--- src/rtl/processador_pkg.sv ---
// Shared definitions for the processor control side: wait-controller
// state encoding and the default time-base constants.
package processador_pkg;

    typedef enum logic [1:0] {
        OCIOSO   = 2'd0,
        CONTANDO = 2'd1,
        FIM      = 2'd2
    } estado_espera_t;

    localparam int DIV_MS     = 50000;
    localparam int LARG_TEMPO = 32;

endpackage

--- src/rtl/controle_espera_divisor_ms.sv ---
// Millisecond time base: prescaler that produces a one-cycle tick every
// DIV clocks, plus the free-running millisecond counter it advances.
module divisor_ms
    import processador_pkg::*;
#(
    parameter int DIV = DIV_MS,
    parameter int W   = LARG_TEMPO
) (
    input  logic         clk,
    input  logic         reset,
    output logic         tick,
    output logic [W-1:0] tempo
);

    localparam int CW = (DIV > 1) ? $clog2(DIV) : 1;

    logic [CW-1:0] cnt;

    assign tick = (cnt == CW'(DIV - 1));

    always_ff @(posedge clk) begin
        if (!reset) begin
            cnt   <= '0;
            tempo <= '0;
        end else begin
            cnt <= tick ? '0 : cnt + CW'(1);
            // wraps modulo 2^W silently
            if (tick)
                tempo <= tempo + W'(1);
        end
    end

endmodule

--- src/rtl/controle_espera.sv ---
// Millisecond wait controller: stalls the core for a programmed number of
// milliseconds and pulses fim once when the wait completes normally.
module controle_espera
    import processador_pkg::*;
#(
    parameter int DIV = DIV_MS,
    parameter int W   = LARG_TEMPO
) (
    input  logic         clk,
    input  logic         reset,
    input  logic         inicio,
    input  logic [W-1:0] periodo,
    input  logic         cancela,
    output logic         espera,
    output logic         fim,
    output logic [W-1:0] restante,
    output logic [W-1:0] tempo
);

    estado_espera_t estado;
    logic           tick;

    divisor_ms #(
        .DIV (DIV),
        .W   (W)
    ) u_div (
        .clk   (clk),
        .reset (reset),
        .tick  (tick),
        .tempo (tempo)
    );

    // espera and fim are registered mirrors of the next state
    always_ff @(posedge clk) begin
        if (!reset) begin
            estado   <= OCIOSO;
            restante <= '0;
            espera   <= 1'b0;
            fim      <= 1'b0;
        end else begin
            case (estado)
                OCIOSO: begin
                    if (inicio && !cancela) begin
                        if (periodo != '0) begin
                            estado   <= CONTANDO;
                            restante <= periodo;
                            espera   <= 1'b1;
                        end else begin
                            estado <= FIM;
                            fim    <= 1'b1;
                        end
                    end
                end
                CONTANDO: begin
                    if (cancela) begin
                        estado   <= OCIOSO;
                        restante <= '0;
                        espera   <= 1'b0;
                    end else if (tick) begin
                        restante <= restante - W'(1);
                        if (restante == W'(1)) begin
                            estado <= FIM;
                            espera <= 1'b0;
                            fim    <= 1'b1;
                        end
                    end
                end
                FIM: begin
                    estado <= OCIOSO;
                    fim    <= 1'b0;
                end
                default: begin
                    estado   <= OCIOSO;
                    restante <= '0;
                    espera   <= 1'b0;
                    fim      <= 1'b0;
                end
            endcase
        end
    end

endmodule

--- config.mk ---
export PLATFORM = sky130hd
export DESIGN_NAME = controle_espera
export DESIGN_NICKNAME = d
export VERILOG_FILES = /design/src/rtl/processador_pkg.sv /design/src/rtl/controle_espera_divisor_ms.sv /design/src/rtl/controle_espera.sv
export SDC_FILE = /design/constraint.sdc
export NUM_CORES = 1
export LEC_CHECK = 0
export ABC_AREA = 1
export BUFFER_PORTS_ARGS = -buffer_cell sky130_fd_sc_hd__buf_4
export CELL_PAD_IN_SITES_DETAIL_PLACEMENT = 0
export CELL_PAD_IN_SITES_GLOBAL_PLACEMENT = 1
export CORE_MARGIN = 4
export CORE_UTILIZATION = 41
export DETAILED_ROUTE_END_ITERATION = 10
export PLACE_DENSITY = 0.92
export REMOVE_ABC_BUFFERS = 1
export SLEW_MARGIN = 20
export SYNTH_ARGS = -nofsm -noshare
export SYNTH_HDL_FRONTEND = slang
export SYNTH_SLANG_ARGS = --single-unit
--- constraint.sdc ---
create_clock -name clk -period 3.5 [get_ports clk]
set_clock_uncertainty 0.15 [all_clocks]
set_input_delay 0.7 -clock clk [delete_from_list [all_inputs] [get_ports clk]]
set_output_delay 0.7 -clock clk [all_outputs]
set_load 0.005 [all_outputs]
==> impl_metrics.csv <==
group,metric,value,unit
critical_path,r2r_cells,9,
global_routing,grt_pass1_wl,27900,um
power,power_density,492,nW/um^2
layout,fin_nets,1069,
critical_path,critPathMaxFanout,32,
yosys,yosysWarnings,0,
clocking,clock_path_buffers,2,
global_routing,grt_util_all_layers,0.231,
critical_path,crit_chain,"ha_1 > nand3_1 > nor3_2 > nand2_2 > a21oi_2 > inv_2 > nor2_4 > nand2_1 > a21oi_2",
timing,max_slew_margin,0.489,
placed_design,place.gp.congestion,0.908,
timing,grt_setup_unrepaired,"false",
power,fin_total_pwr,3.28,mW
power,irDropWorstVdd,264,uV
yosys,ys_seq_elements,84,
yosys,postSynthAreaPerCell,5.85,um^2
critical_path,r2r_slack,1.03,ns
timing,hold_viol,0,
timing,timing.fmax,404,MHz
detailed_routing,viasPerCell,4.97,
critical_path,cp.buffers_inverters,1,
detailed_routing,firstDrtPassIters,5,
layout,antenna_cells,0,
timing,drv_slew,0,
placed_design,port_buffers,101,
run,drv_cap,0,
global_routing,grt_pass1_vias,5668,
hold_path,holdCritPathClass,"register to register",
clocking,cts_buffers,9,
critical_path,reg2reg_from,"u_div.cnt[0]$_SDFF_PP0_",
global_routing,overflow,0,
layout,area_growth,22.1,%
critical_path,cp.arrival,2.61,ns
clocking,clock_sinks,84,
yosys,synth_area,5460,um^2
detailed_routing,drcViolationCount,0,
power,p_leak,2.92,nW
critical_path,critical_path.top_delay_family,"simple AND/OR/NAND/NOR gates",
critical_path,r2r-end,"restante[8]$_SDFFE_PN0P_",
clocking,hold_buffers,0,
die,core-area,12800,um^2
clocking,cts-htree-levels,3,
layout,regArea,1680,um^2
timing,tns,0,ns
hold_path,hold-path-endpoint,"u_div.cnt[0]$_SDFF_PP0_",
layout,drive_above_1_share,0.136,
critical_path,slowest_stage,"nor2_4",
run_status,outcome,"complete, no violations",
global_routing,grt_max_degree,41,
critical_path,crit_required,3.64,ns
global_routing,antenna_found_initial,0,
die,io_pins,102,
layout,multi_input_area,3280,um^2
clocking,cts_tree,"yes",
critical_path,endpoint_kind,"register",
timing,period_share,0.707,
clocking,cts_setup_buffers,0,
hold_path,min_from,"u_div.cnt[0]$_SDFF_PP0_",
layout,nFillCells,1418,
timing,tightest_slew,0.765,ns
critical_path,crit_path_start_kind,"register",
die,start_util,0.425,
die,dieArea,15200,um^2
die,die_height,123,um
detailed_routing,wirelength,16800,um
die,die_w,123,um
detailed_routing,wl_per_cell,13.9,um
clocking,cts-root-buf,"clkbuf_16",
placed_design,dp_hpwl,12700,um
hold_path,min_path_cells,1,
critical_path,critPathMostFrequentCell,"a21oi_2",
critical_path,max_stage_delay,0.58,ns
yosys,syn-instance-count,933,
timing,fin_crit,2.47,ns
clocking,clock_latency,0.36,ns
yosys,yosysSeqAreaShare,0.308,
yosys,synth_cell_types,35,
clocking,ctsResizeCount,0,
clocking,clkTransAtPathRegs,0.06,ns
detailed_routing,dr.first_iter.drc_count,455,
die,std_cell_rows,41,
detailed_routing,num_vias,5994,
placed_design,post-place-ws,0.755,ns
detailed_routing,ant_nets,0,
timing,setup-violations-final,0,
critical_path,critPathKind,"register to register",
timing,worst_slack,1.03,ns
-- how the worst max path moves through the flow --
stage	startpoint	end	slack [ns]	cells after the start
global placement	cancela	restante[16]$_SDFFE_PN0P_	0.78	9
detailed placement	cancela	restante[18]$_SDFFE_PN0P_	0.76	9
finish	u_div.cnt[0]$_SDFF_PP0_	restante[8]$_SDFFE_PN0P_	1.03	9
floorplan	cancela	restante[11]$_SDFFE_PN0P_	0.95	7
CTS	u_div.cnt[0]$_SDFF_PP0_	restante[18]$_SDFFE_PN0P_	0.97	9
global route	u_div.cnt[0]$_SDFF_PP0_	restante[29]$_SDFFE_PN0P_	0.71	9
-- registers in the layout, summed over array words and instances (netlist names) --
| register | flops |
|---|---|
| espera | 1 |
| u_div.cnt | 16 |
| fim | 1 |
| u_div.tempo | 32 |
| restante | 32 |
| estado | 2 |
-- logic make-up after synthesis --
kind of cell | after synthesis | share of synthesized area
simple gates | 593 | 0.445
compound gates | 117 | 0.119
buf+inv | 117 | 0.0897
flops | 84 | 0.308
xor+xnor | 18 | 0.0289
fa+ha+maj | 4 | 0.00917
-- cell usage in the layout (no fill, tap or decap), types with 2 or more instances in the layout --
cell type and count:
a211oi_1 2, a21oi_1 65, a21oi_2 8, and2_1 2
buf_4 105, clkbuf_16 9, clkinv_4 2, dfxtp_1 84
ha_1 4, inv_1 93, inv_2 3, inv_6 2
nand2_1 331, nand2_2 2, nand3_1 57, nand3b_1 4
nand4_1 13, nor2_1 152, nor2_2 2, nor3_1 21
nor3b_1 2, nor4_1 2, o21a_1 5, o21ai_0 31
o21bai_1 5, xnor2_1 5, xor2_1 13
-- power breakdown --
| group | internal [mW] | switching [mW] | leakage [nW] | total [mW] |
|---|---|---|---|---|
| registers | 1.02 | 0.107 | 0.682 | 1.13 |
| clock network | 0.579 | 0.427 | 0.153 | 1.01 |
| logic | 0.400 | 0.741 | 2.09 | 1.14 |
-- stage by stage --
step / utilization / cell area (um^2) / hold slack [ns] / instances
after detailed placement: 0.495 / 6350 / 0.286 / 1190
final: 0.519 / 6660 / 0.295 / 1206
after CTS: 0.519 / 6660 / 0.296 / 1206
after floorplan: - / 5330 / 0.268 / 912
after global placement: 0.495 / 6350 / 0.281 / 1190
after global routing: 0.519 / 6660 / 0.310 / 1206
-- final cells by class --
class | count | area share
clock buffer | 10 | 0.0359
multi-input combinational | 732 | 0.493
tap | 172 | 0.0323
clock inverter | 6 | 0.0105
inverter | 96 | 0.0541
sequential | 84 | 0.253
timing repair buffer | 106 | 0.121
-- Yosys cell counts --
library cell / count / share of area
buf_6: 4 / 0.0083
dlygate4sd3_1: 1 / 0.0018
nand2_1: 331 / 0.23
nor4_2: 1 / 0.0023
clkbuf_8: 1 / 0.0025
clkbuf_1: 11 / 0.0076
inv_1: 93 / 0.064
inv_2: 3 / 0.0021
xnor2_1: 5 / 0.0080
buf_1: 1 / 0.00069
and2_1: 2 / 0.0023
a31oi_1: 1 / 0.0011
a211oi_1: 2 / 0.0028
nor2_4: 1 / 0.0021
nor3b_1: 2 / 0.0028
a21oi_1: 65 / 0.060
buf_2: 3 / 0.0028
nor2_1: 152 / 0.10
nor3_2: 1 / 0.0018
or3_1: 1 / 0.0011
nor3_1: 21 / 0.019
nor4_1: 2 / 0.0023
nand2_2: 2 / 0.0023
a21oi_2: 8 / 0.013
ha_1: 4 / 0.0092
o21a_1: 5 / 0.0069
nor2_2: 2 / 0.0023
o21bai_1: 5 / 0.0069
xor2_1: 13 / 0.021
nand4_1: 13 / 0.015
dfxtp_1: 84 / 0.31
nand3_1: 57 / 0.052
nand3_2: 1 / 0.0018
o21ai_0: 31 / 0.028
nand3b_1: 4 / 0.0055
-- per-layer routing --
layer | part of all wire | GRT usage | wire [um] | up-vias
li1 | - | - | - | 3139
met1 | 0.48 | 0.324 | 8100 | 2693
met2 | 0.44 | 0.353 | 7340 | 141
met3 | 0.063 | 0.0631 | 1060 | 21
met4 | 0.017 | 0.0561 | 285 | 0
met5 | 0 | 0 | 0 | -
(Power assumes the default switching activity.)
